===== config.mk =====
export PLATFORM = sky130hd
export DESIGN_NAME = bus_rr_arbiter
export DESIGN_NICKNAME = d
export VERILOG_FILES = /design/src/rtl/bus_arb_pkg.sv /design/src/rtl/bus_rr_pick.sv /design/src/rtl/bus_rr_arbiter.sv
export SDC_FILE = /design/constraint.sdc
export NUM_CORES = 1
export LEC_CHECK = 0
export BUFFER_PORTS_ARGS = -buffer_cell sky130_fd_sc_hd__clkbuf_2
export CORE_MARGIN = 3
export CORE_UTILIZATION = 48
export CTS_BUF_LIST = sky130_fd_sc_hd__clkbuf_8 sky130_fd_sc_hd__clkbuf_16
export CTS_CLUSTER_DIAMETER = 40
export DETAILED_ROUTE_END_ITERATION = 7
export GPL_TIMING_DRIVEN = 0
export PLACE_DENSITY = 0.87
export SYNTH_ARGS = -nofsm -noshare
export SYNTH_HDL_FRONTEND = slang
export SYNTH_SLANG_ARGS = --single-unit

===== constraint.sdc =====
create_clock -name clk -period 6.9 [get_ports clk]
set_input_delay 0.345 -clock clk [delete_from_list [all_inputs] [get_ports clk]]
set_output_delay 0.345 -clock clk [all_outputs]
set_load 0.1 [all_outputs]

===== src/rtl/bus_arb_pkg.sv =====
// Shared types and constants for the round-robin bus arbiter/router.
// Holds the FSM state encoding, field widths, the broadcast id and a
// saturating increment used by the drop counter.
package bus_arb_pkg;

  // Arbitration sequence: decide in IDLE, pop in POP, deliver in PUSH.
  typedef enum logic [1:0] {
    IDLE = 2'd0,
    POP  = 2'd1,
    PUSH = 2'd2
  } state_e;

  // Destination field width at the top of every packet.
  localparam int unsigned ID_W     = 8;
  // Destination value reserved for broadcast when that feature is built in.
  localparam logic [ID_W-1:0] BCAST_ID = 8'hFF;
  // Width of the dropped-packet counter.
  localparam int unsigned DROP_W   = 16;
  // Width of agent indices (grant and last-served); covers up to 16 agents.
  localparam int unsigned GNT_W    = 4;

  // Counter increment that sticks at all-ones instead of wrapping.
  function automatic logic [DROP_W-1:0] sat_inc(input logic [DROP_W-1:0] v);
    return (v == '1) ? v : v + DROP_W'(1);
  endfunction

endpackage


===== src/rtl/bus_rr_pick.sv =====
// Round-robin pick: masked priority encoder over the pending vector.
// Latency: purely combinational, result valid in the same cycle.
// Backpressure: none; the caller decides when to sample the result.
module bus_rr_pick
  import bus_arb_pkg::*;
#(
  parameter int unsigned N = 4
) (
  input  logic [N-1:0]     pndng,
  input  logic [GNT_W-1:0] last,
  output logic [GNT_W-1:0] gnt,
  output logic             valid
);

  logic [N-1:0] mask;
  logic [N-1:0] masked;

  // Agents strictly above the last-served index get first chance; when
  // last is the top agent the mask is empty and the search wraps to 0.
  always_comb begin
    mask = '0;
    for (int j = 0; j < N; j++) begin
      mask[j] = (GNT_W'(j) > last);
    end
  end

  assign masked = pndng & mask;

  // Lowest set bit of the unmasked vector is the wrap-around fallback;
  // the lowest set bit of the masked vector, if any, overrides it.
  always_comb begin
    gnt   = '0;
    valid = 1'b0;
    for (int j = N - 1; j >= 0; j--) begin
      if (pndng[j]) begin
        gnt   = GNT_W'(j);
        valid = 1'b1;
      end
    end
    for (int j = N - 1; j >= 0; j--) begin
      if (masked[j]) begin
        gnt = GNT_W'(j);
      end
    end
  end

endmodule


===== src/rtl/bus_rr_arbiter.sv =====
// Round-robin arbiter/router: pops one agent FIFO, forwards the packet to its destination FIFO.
// Latency: pndng seen in IDLE cycle N -> pop in N+1 -> push in N+2; one packet per 3 cycles.
// Backpressure: none downstream; upstream held via pndng. Optional broadcast: BUS_ARB_BCAST_EN.
module bus_rr_arbiter
  import bus_arb_pkg::*;
#(
  parameter int unsigned drvrs   = 4,
  parameter int unsigned pckg_sz = 16
) (
  input  logic                       clk,
  input  logic                       reset,
  input  logic [drvrs-1:0]           pndng,
  input  logic [drvrs*pckg_sz-1:0]   D_pop,
  output logic [drvrs-1:0]           pop,
  output logic [drvrs-1:0]           push,
  output logic [drvrs*pckg_sz-1:0]   D_push,
  output logic                       busy,
  output logic [GNT_W-1:0]           gnt_id,
  output logic [DROP_W-1:0]          drop_cnt
);

`ifdef BUS_ARB_BCAST_EN
  localparam bit BCAST_EN = 1'b1;
`else
  localparam bit BCAST_EN = 1'b0;
`endif

  // Registered state.
  state_e              state_q, state_d;
  logic [GNT_W-1:0]    gnt_q, gnt_d;
  logic [GNT_W-1:0]    last_q, last_d;
  logic [drvrs-1:0]    pop_q, pop_d;
  logic [drvrs-1:0]    push_q, push_d;
  logic [pckg_sz-1:0]  pkt_q, pkt_d;
  logic [DROP_W-1:0]   drop_q, drop_d;
  logic                busy_q, busy_d;

  // Combinational helpers.
  logic [GNT_W-1:0]    pick_gnt;
  logic                pick_vld;
  logic [pckg_sz-1:0]  head;
  logic [ID_W-1:0]     dest;
  logic [drvrs-1:0]    fwd_mask;
  logic                fwd_drop;

  bus_rr_pick #(
    .N (drvrs)
  ) u_pick (
    .pndng (pndng),
    .last  (last_q),
    .gnt   (pick_gnt),
    .valid (pick_vld)
  );

  // Select the granted agent's head word; it is held stable by the agent
  // from the IDLE decision until the POP edge.
  always_comb begin
    head = '0;
    for (int i = 0; i < drvrs; i++) begin
      if (gnt_q == GNT_W'(i)) begin
        head = D_pop[i*pckg_sz +: pckg_sz];
      end
    end
  end

  assign dest = head[pckg_sz-1 -: ID_W];

  // Destination decode: broadcast goes to everyone but the source, a valid
  // index goes to that agent (source included), anything else is dropped.
  always_comb begin
    fwd_mask = '0;
    fwd_drop = 1'b0;
    if (BCAST_EN && (dest == BCAST_ID)) begin
      for (int j = 0; j < drvrs; j++) begin
        fwd_mask[j] = (GNT_W'(j) != gnt_q);
      end
    end else if (dest < ID_W'(drvrs)) begin
      for (int j = 0; j < drvrs; j++) begin
        fwd_mask[j] = (dest == ID_W'(j));
      end
    end else begin
      fwd_drop = 1'b1;
    end
  end

  // Next-state and registered-output logic. Strobes are computed one state
  // early so pop is high exactly during POP and push exactly during PUSH.
  always_comb begin
    state_d = state_q;
    gnt_d   = gnt_q;
    last_d  = last_q;
    pop_d   = '0;
    push_d  = '0;
    pkt_d   = pkt_q;
    drop_d  = drop_q;
    case (state_q)
      IDLE: begin
        if (pick_vld) begin
          state_d = POP;
          gnt_d   = pick_gnt;
          for (int j = 0; j < drvrs; j++) begin
            pop_d[j] = (pick_gnt == GNT_W'(j));
          end
        end
      end
      POP: begin
        // The agent retires its head word on this edge, so capture it now.
        pkt_d   = head;
        last_d  = gnt_q;
        push_d  = fwd_mask;
        // Drops are counted on entry to PUSH so drop_cnt is current in the
        // cycle where a push would otherwise have appeared.
        if (fwd_drop) begin
          drop_d = sat_inc(drop_q);
        end
        state_d = PUSH;
      end
      PUSH: begin
        state_d = IDLE;
      end
      default: begin
        state_d = IDLE;
      end
    endcase
    busy_d = (state_d != IDLE);
  end

  // State registers; reset abandons any packet in flight.
  always_ff @(posedge clk or posedge reset) begin
    if (reset) begin
      state_q <= IDLE;
      gnt_q   <= '0;
      last_q  <= GNT_W'(drvrs - 1);
      pop_q   <= '0;
      push_q  <= '0;
      pkt_q   <= '0;
      drop_q  <= '0;
      busy_q  <= 1'b0;
    end else begin
      state_q <= state_d;
      gnt_q   <= gnt_d;
      last_q  <= last_d;
      pop_q   <= pop_d;
      push_q  <= push_d;
      pkt_q   <= pkt_d;
      drop_q  <= drop_d;
      busy_q  <= busy_d;
    end
  end

  assign pop      = pop_q;
  assign push     = push_q;
  assign D_push   = {drvrs{pkt_q}};
  assign busy     = busy_q;
  assign gnt_id   = gnt_q;
  assign drop_cnt = drop_q;

  // Strobe sanity: at most one pop at a time, and strobes only in their state.
  a_pop_onehot : assert property (@(posedge clk) disable iff (reset) $onehot0(pop_q));
  a_pop_state  : assert property (@(posedge clk) disable iff (reset) (pop_q != '0) |-> (state_q == POP));
  a_push_state : assert property (@(posedge clk) disable iff (reset) (push_q != '0) |-> (state_q == PUSH));

endmodule

== Yosys cells after proc, flatten, opt, wreduce, memory -nomap -nowiden ==
Index checks and enable logic that the tools add are counted.
Word-level totals
  logic and storage cells: 57
  input port bits: 70
  output and inout bits: 93
  register bits after elaboration: 51
Cells by class
  add/sub/neg operators: 1
  mux-type cells: 22
  eq/ne operators: 11
  reductions and logical operators: 7
  bitwise logic cells: 3
  order comparisons: 5
Operators by type and width (number)
  16-bit two-way mux: 4
  2-bit two-way mux: 9
  16-bit by 1-bit adder with 16-bit output (second input constant): 1
  16-bit == test (second input constant): 1
  4-bit by 2-bit == test with 1-bit output (second input constant): 4
  8-bit by 2-bit == test with 1-bit output (second input constant): 2
  4-bit two-way mux: 4
  4-bit by 1-bit == test with 1-bit output (second input constant): 2
  8-bit by 1-bit == test with 1-bit output (second input constant): 1
  1-bit by 4-bit greater-than comparator with 1-bit output (first input constant): 2
  2-bit by 4-bit greater-than comparator with 1-bit output (first input constant): 2
  4-bit zero test: 2
  8-bit zero test: 1
  8-bit by 3-bit less-than comparator with 1-bit output (second input constant): 1
  4-bit AND: 1
  1-bit two-way mux: 4
  2-bit case mux with 2 select lines: 1
  3-bit AND reduction: 1
  2-bit by 1-bit == test with 1-bit output (second input constant): 1
  2-bit zero test: 1
  1-bit inverter: 2
  2-bit AND reduction: 1
  2-bit nonzero test: 1

== Depth between registers and ports, before layout ==
Gate-level depths: netlist (run 1).
  depth after elaboration: 11
  depth in mapped cells: 7
  depth with buffers taken out: 6

== Hierarchy ==
From an unflattened synthesis (run 1), not the netlist that was laid out.
Second synthesis, totals
  cells, all modules: 259
  area total of the unflattened synthesis: 2942.8 sq um
By module, submodules not included
  bus_rr_arbiter: instances 1, seq. area each 1278.7 sq um, cells each 242, area each 2851.5 sq um
  bus_rr_pick: instances 1, seq. area each 0.0 sq um, cells each 17, area each 91.3 sq um

== Worst setup path before layout (run 1) ==
No wires, ideal clock.
  path kind: reg2reg
  from: reg gnt_q[0] (netlist: gnt_id[0])
  to: reg drop_q[1] (netlist: drop_cnt[1])
  cell stages (with the launch flop): 7
  data required time: 6.772 ns
  data arrival time: 2.996 ns
  path slack: 3.775 ns
  path buffers: 1
  cells stage by stage: dfrtp_1 > buf_6 > mux4_2 > or4_4 > nor3_4 > or3_4 > mux2_1
Between the ends
  cells in the longest elaborated chain, start to end: 8
  elaborated cells between the ends (all ways): 11
  classes of those cells: 1 x order compare; 3 x eq/ne; 4 x mux; 1 x bitwise; 2 x reduce/logical
RTL lines
  from (decl): RTL line bus_rr_arbiter.sv:30  | logic [GNT_W-1:0] gnt_q, gnt_d;
  from (signal assigned): RTL line bus_rr_arbiter.sv:141  | gnt_q <= gnt_d;
  4-bit zero test: RTL line bus_rr_arbiter.sv:60  | if (gnt_q == GNT_W'(i)) begin
  16-bit two-way mux (3 in a row): RTL line bus_rr_arbiter.sv:60
  16-bit two-way mux (*): RTL line bus_rr_arbiter.sv:60
  8-bit by 3-bit less-than comparator with 1-bit output (*): RTL line bus_rr_arbiter.sv:77  | end else if (dest < ID_W'(drvrs)) begin
  1-bit inverter (no source line) (*)
  3-bit AND reduction (no source line) (*)
  to (signal assigned): RTL line bus_rr_arbiter.sv:146  | drop_q <= drop_d;
  to (decl): RTL line bus_rr_arbiter.sv:35  | logic [DROP_W-1:0] drop_q, drop_d;
Every way passes the cells marked *; elsewhere a longest branch is shown, timed or not.
A chain may end at the register's enable or synchronous reset.

== Worst setup path in the final report (run 1) ==
  from: reg gnt_q[1] (netlist: gnt_id[1])
  to: reg drop_q[1] (netlist: drop_cnt[1])
Same word-level chain as after synthesis.

==> qor.csv, run 1 <==
metric;value;unit
status;complete, no violations;
Via density;5.07;
DRT iter0 DRCs;120;
Post-Syn Area per Cell;10.5;um2
DRC viols;0;
area of the core;0.00561;mm2
max frequency;0.359;GHz
Worst Setup End Kind;register;
final count of hold timing violations;0;
unrepaired setup endpoints after global routing;false;
async set-reset flop share out of synthesis;1.00;
H-tree levels;2;
pin count of the biggest net entering global routing;28;
drt total wl;7980;um
worst r2r src;gnt_id[1]$_DFFE_PP0P_;
first-pass GRT wire length;13400;um
sequential area share after synthesis;0.416;
normalized max-slew margin;0.485;
GPL Wtd Cong;0.859;
Post-synth top flop;dfrtp_1;
Num CTS Buffers;5;
Final Skew;7.20;ps
Total Routing Usage GR;0.240;
initial antenna violation count;0;
WP data required;7090;ps
Final Core Density;0.687;
starting density of the core;0.505;
nature of the critical path startpoint;register;
Std-Cell Rows;27;
Root Buffer;clkbuf_8;
final hold slack;17.5;ps
clock tree buffer depth;2;
Synth Register Bits;47;
vias in the first global route;2663;
final setup vio count;0;
Die Span X;82.8;um
GR Overflow Total;0;
Worst-path clk slew;90;ps
Detail Route Antenna Nets;0;
Slew Limit Fails;0;
CP Class;reg2reg;
WL per Instance;15.6;um
Syn Std Cell Area;0.00283;mm2
HP Class;in2async;
Layout area overhead;36.0;%
Post-CTS Setup Inserts;0;
crit share post-route;0.403;
IO Pins;163;
Worst R2R Path Depth;6;
First-pass DRT Iterations;4;
PortBufs;160;
max_cap viols;0;
minimum clock period;2780;ps
Nets;510;
number of synthesized flops with an enable pin;0;
layout cells sized above 1;0.580;
reg2reg end;drop_cnt[1]$_DFFE_PP0P_;
clk_lat worst skew;300;ps
WP data arrival;2980;ps
register-to-register setup slack;4120;ps
Critical Path Fanout Max;9;
n_diodes;0;
cells after synthesis;270;
Sink Count;47;
Worst-Margin Slew;772;ps
setup TNS;0;ps
Ys Warns;0;
Netlist cell types;43;
TritonCTS clock tree;yes;
total number of vias;2597;
hold_buf cts;0;
Final HPWL DP;6570;um
Die ar.;0.00686;mm2
die height;82.8;um
cts repair resizes;0;
state kept, by name, summed over array words and instances (netlist names):
name and cells:
last_q 2, gnt_id 2, pkt_q 16, state_q 2, busy 1, push 4, drop_cnt 16, pop 4
cell usage after synthesis (all sizes together) (2+ instances only):
cell,instances,area share
nor3,10,0.036
and3,3,0.0066
nand2b,2,0.0044
nor2,7,0.0093
buf,56,0.15
xor2,13,0.040
dfstp,2,0.019
nand3,6,0.011
inv,6,0.0079
nor4,7,0.018
nor3b,2,0.0071
mux2,3,0.013
and4,2,0.0062
clkbuf,5,0.0066
dfrtp,45,0.40
o21ai,3,0.0053
nand4,5,0.011
mux4,16,0.13
a21oi,2,0.0035
nand2,63,0.084
through the flow:
step | setup WS [ps] | area (um2) | cells
floorplan | 3780 | 2840 | 271
global placement | 4140 | 3730 | 503
detailed placement | 4150 | 3750 | 504
CTS | 4130 | 3850 | 512
global route | 4010 | 3850 | 512
finish | 4120 | 3850 | 512
placed cells by master (no fill, tap or decap), types with 2 or more instances in the layout:
master | synthesis | layout
inv_1 | 6 | 5
buf_1 | 3 | 3
and3_1 | 3 | 3
a21oi_1 | 2 | 2
dfrtp_1 | 45 | 45
and4_1 | 2 | 2
mux4_1 | 3 | 3
nand2b_1 | 2 | 2
nand3_1 | 6 | 6
dfstp_2 | 2 | 2
nor4_1 | 6 | 6
buf_6 | 2 | 2
nor2_1 | 7 | 7
mux4_2 | 13 | 13
nor3_2 | 8 | 8
xor2_1 | 13 | 13
clkbuf_1 | 5 | 5
clkbuf_8 | 0 | 7
buf_4 | 50 | 50
o21ai_0 | 3 | 3
conb_1 | 1 | 2
clkbuf_2 | 0 | 160
nand2_1 | 62 | 62
nand4_1 | 5 | 5
kinds of logic (layout without fill, tap and decap cells):
group,after synthesis,after routing,share of synthesized area
multiplexers,19,19,0.144
adder cells (fa/ha/maj),1,1,0.00442
XOR/XNOR,14,14,0.0433
other,1,2,0.00132
AO/OA/AOI/OAI,9,9,0.0199
flip-flops,47,47,0.416
AND/OR/NAND/NOR,112,112,0.210
buffers and inverters,67,236,0.161
how the worst max path moves through the flow:
stage | start | end | depth (start not counted)
5_1_grt | gnt_id[1]$_DFFE_PP0P_ | drop_cnt[1]$_DFFE_PP0P_ | 6
4_1_cts | gnt_id[1]$_DFFE_PP0P_ | drop_cnt[1]$_DFFE_PP0P_ | 6
3_5_place_dp | gnt_id[1]$_DFFE_PP0P_ | drop_cnt[1]$_DFFE_PP0P_ | 6
3_3_place_gp | gnt_id[1]$_DFFE_PP0P_ | drop_cnt[1]$_DFFE_PP0P_ | 6
6_report | gnt_id[1]$_DFFE_PP0P_ | drop_cnt[1]$_DFFE_PP0P_ | 6
2_1_floorplan | gnt_id[0]$_DFFE_PP0P_ | drop_cnt[1]$_DFFE_PP0P_ | 6
routing by layer:
layer | global-route usage | up-vias | share of wire
met5 | 0 | - | 0
met4 | 0.0906 | 0 | 0.028
met3 | 0.0585 | 23 | 0.072
met2 | 0.407 | 126 | 0.52
met1 | 0.295 | 1235 | 0.38
li1 | - | 1213 | -
critical path, stage by stage (launching register included):
cell and delay [ps]:
dfrtp_1 400, clkbuf_1 420, mux4_2 390, or4_4 560, nor3_4 360, or3_4 230, mux2_1 310
area by class of cell:
class	count	area, um2
Clock inverter	1	7.51
Multi-Input combinational cell	157	1200
Sequential cell	47	1180
Timing Repair Buffer	161	821
Fill cell	469	1760
Tap cell	72	90.1
Buffer	61	433
Clock buffer	7	96.3
Inverter	6	22.5
Power of run 1 is left out: the tool's default activity adds up to more than one toggle a clock period on the data nets, which glitch-free logic cannot reach.
==> run 2, diff against run 1 <==
--- a/config.mk
+++ b/config.mk
@@ -5,14 +5,15 @@
 export SDC_FILE = /design/constraint.sdc
 export NUM_CORES = 1
 export LEC_CHECK = 0
+export ABC_AREA = 1
 export BUFFER_PORTS_ARGS = -buffer_cell sky130_fd_sc_hd__clkbuf_2
 export CORE_MARGIN = 3
-export CORE_UTILIZATION = 48
+export CORE_UTILIZATION = 41
 export CTS_BUF_LIST = sky130_fd_sc_hd__clkbuf_8 sky130_fd_sc_hd__clkbuf_16
 export CTS_CLUSTER_DIAMETER = 40
 export DETAILED_ROUTE_END_ITERATION = 7
 export GPL_TIMING_DRIVEN = 0
-export PLACE_DENSITY = 0.87
+export PLACE_DENSITY = 0.77
 export SYNTH_ARGS = -nofsm -noshare
 export SYNTH_HDL_FRONTEND = slang
 export SYNTH_SLANG_ARGS = --single-unit
==> constraint.sdc (replaced) <==
create_clock -name clk -period 2.4 [get_ports clk]
set_input_delay 0.12 -clock clk [delete_from_list [all_inputs] [get_ports clk]]
set_output_delay 0.12 -clock clk [all_outputs]
set_load 0.1 [all_outputs]
==> qor.csv, run 2 <==
metric;value;unit;change
most frequent cells in the layout;160 x clkbuf_2, 102 x nand2_1, 50 x buf_4, 48 x nand3_1, 45 x dfrtp_1;;was 160 x clkbuf_2, 62 x nand2_1, 50 x buf_4, 45 x dfrtp_1
clock tree buffer depth;2;;unchanged
IO Pins;163;;unchanged
nature of the critical path startpoint;register;;unchanged
slowest cell delay on critical path;440;ps;was 560 ps
unrepaired setup endpoints after global routing;false;;unchanged
DRT iter0 DRCs;79;;was 120
number of synthesized flops with an enable pin;0;;unchanged
Synth Register Bits;47;;unchanged
First-pass DRT Iterations;5;;was 4
Top delay family on crit path;simple AND/OR/NAND/NOR gates;;unchanged
HP Class;in2reg;;was in2async
Final Core Density;0.589;;was 0.687
Layout area overhead;35.0;%;was 36.0%
Num CTS Buffers;5;;unchanged
Critical Path, Cell by Cell;ha_1, nand3_1, nor2_1, nand4_1, nand2_1, inv_2, buf_1, nand3_1, nand2_1;;was clkbuf_1, mux4_2, or4_4, nor3_4, or3_4, mux2_1
initial antenna violation count;0;;unchanged
async set-reset flop share out of synthesis;1.00;;unchanged
drt total wl;8970;um;was 7980 um
Multi-input gate area;0.00132;mm2;was 0.00120 mm2
Root Buffer;clkbuf_8;;unchanged
PortBufs;160;;unchanged
total number of vias;3214;;was 2597
normalized max-slew margin;0.629;;was 0.485
max frequency;0.516;GHz;was 0.359 GHz
Crit-path slowest cell;dfrtp_1;;was or4_4
Worst-Margin Slew;559;ps;was 772 ps
status;complete, no violations;;unchanged
clk_lat worst skew;300;ps;about the same
CP Class;reg2reg;;unchanged
area leader, netlist;dfrtp_1;;unchanged
Worst Setup End Kind;register;;unchanged
Total Routing Usage GR;0.209;;was 0.240
Std-Cell Rows;30;;was 27
vias in the first global route;3049;;was 2663
most common cell after layout, fill and taps aside;clkbuf_2;;unchanged
Via density;4.79;;was 5.07
Nets;645;;was 510
combined buffer and inverter count along the critical path;2;;was 1
Netlist cell types;32;;was 43
most numerous cell in the Yosys netlist;nand2_1;;unchanged
Post-Place Setup Slack;470;ps;was 4150 ps
first-pass GRT wire length;14500;um;was 13400 um
crit share post-route;0.808;;was 0.403
H-tree levels;2;;unchanged
Ys Warns;0;;unchanged
Die Span X;92.5;um;was 82.8 um
top cells by area, synth;dfrtp_1 37%, nand2_1 12%, buf_4 12%;;was dfrtp_1 40%, buf_4 13%, mux4_2 10%
WP data required;2650;ps;was 7090 ps
TritonCTS clock tree;yes;;unchanged
final hold slack;48.8;ps;was 17.5 ps
final setup margin;461;ps;was 4120 ps
GPL Wtd Cong;0.864;;was 0.859
die height;92.5;um;was 82.8 um
Critical Path Fanout Max;10;;was 9
final count of hold timing violations;0;;unchanged
Final Skew;10.3;ps;was 7.20 ps
max_cap viols;0;;unchanged
Final HPWL DP;7340;um;was 6570 um
WL per Instance;13.4;um;was 15.6 um
commonest cells in the netlist;102 x nand2_1, 50 x buf_4, 48 x nand3_1;;was 62 x nand2_1, 50 x buf_4, 45 x dfrtp_1
GR Overflow Total;0;;unchanged
starting density of the core;0.437;;was 0.505
Post-CTS Setup Inserts;0;;unchanged
area of the core;0.00702;mm2;was 0.00561 mm2
Post-Syn Area per Cell;7.58;um2;was 10.5 um2
Syn Std Cell Area;0.00306;mm2;was 0.00283 mm2
fill count;679;;was 469
minimum clock period;1940;ps;was 2780 ps
DRC viols;0;;unchanged
Slew Limit Fails;0;;unchanged
Reg area;0.00118;mm2;unchanged
Worst-path clk slew;90;ps;about the same
WP data arrival;2180;ps;was 2980 ps
cts repair resizes;0;;unchanged
cells after synthesis;404;;was 270
sequential area share after synthesis;0.385;;was 0.416
pin count of the biggest net entering global routing;26;;was 28
Sink Count;47;;unchanged
top cell type's share of synthesized area;0.367;;was 0.398
Detail Route Antenna Nets;0;;unchanged
n_diodes;0;;unchanged
layout cells sized above 1;0.423;;was 0.580
setup TNS;0;ps;unchanged
final setup vio count;0;;unchanged
Post-synth top flop;dfrtp_1;;unchanged
Die ar.;0.00855;mm2;was 0.00686 mm2
==> run 2: area by class of cell <==
type | count | share of cell area
timing repair buffer | 162 | 0.201
buffer | 63 | 0.113
clock buffer | 6 | 0.0200
inverter | 29 | 0.0263
tap | 96 | 0.0290
clock inverter | 2 | 0.00847
sequential | 47 | 0.285
multi-input combinational | 266 | 0.318
==> run 2: layer usage <==
layer  share of wire  wire length [um]  GRT usage
met1            0.43              3850      0.275
met2            0.50              4510      0.353
met3           0.056               506     0.0382
met4           0.012               106     0.0557
met5               0                 0          0
==> run 2: worst register-to-register path: stages, from the launching register on <==
cell and delay [ps]:
dfrtp_1 440, ha_1 270, nand3_1 170, nor2_1 60, nand4_1 90, nand2_1 60
inv_2 170, buf_1 380, nand3_1 150, nand2_1 100
==> run 2: cell families (layout without fill, tap and decap cells) <==
| group | Yosys count | in the layout | share of synthesized area |
|---|---|---|---|
| AO/OA/AOI/OAI | 41 | 41 | 0.0813 |
| XOR/XNOR | 11 | 11 | 0.0314 |
| adder cells (fa/ha/maj) | 1 | 1 | 0.00408 |
| buffers and inverters | 92 | 262 | 0.187 |
| flip-flops | 47 | 47 | 0.385 |
| other | 1 | 2 | 0.00122 |
| AND/OR/NAND/NOR | 211 | 211 | 0.310 |
==> run 2: stage by stage <==
step	instances	instance area, um2
floorplan	405	3070
global placement	661	3990
detailed placement	662	4010
CTS	671	4140
global route	671	4140
finish	671	4140
==> run 2: worst paths after layout <==
| kind | startpoint | to | slack (ps) | depth (start not counted) |
|---|---|---|---|---|
| min in group asynchronous | reset | drop_cnt[11]$_DFFE_PP0P_ | 390 | 3 |
| setup reg to reg | drop_cnt[0]$_DFFE_PP0P_ | drop_cnt[13]$_DFFE_PP0P_ | 460 | 9 |
| max in group asynchronous | reset | last_q[1]$_DFFE_PP1P_ | 1420 | 4 |
| hold reg to reg | drop_cnt[15]$_DFFE_PP0P_ | drop_cnt[15]$_DFFE_PP0P_ | 540 | 2 |
| hold / removal | D_pop[50] | pkt_q[2]$_DFFE_PP0P_ | 50 | 3 |
| setup / recovery | drop_cnt[0]$_DFFE_PP0P_ | drop_cnt[13]$_DFFE_PP0P_ | 460 | 9 |
==> run 2: timing repair <==
action,4_1_cts,5_1_grt
hold buffers,1,0
setup endpoints to repair,0,0
endpoints found under the hold margin,22,0
Power of run 2 is left out for the same reason.
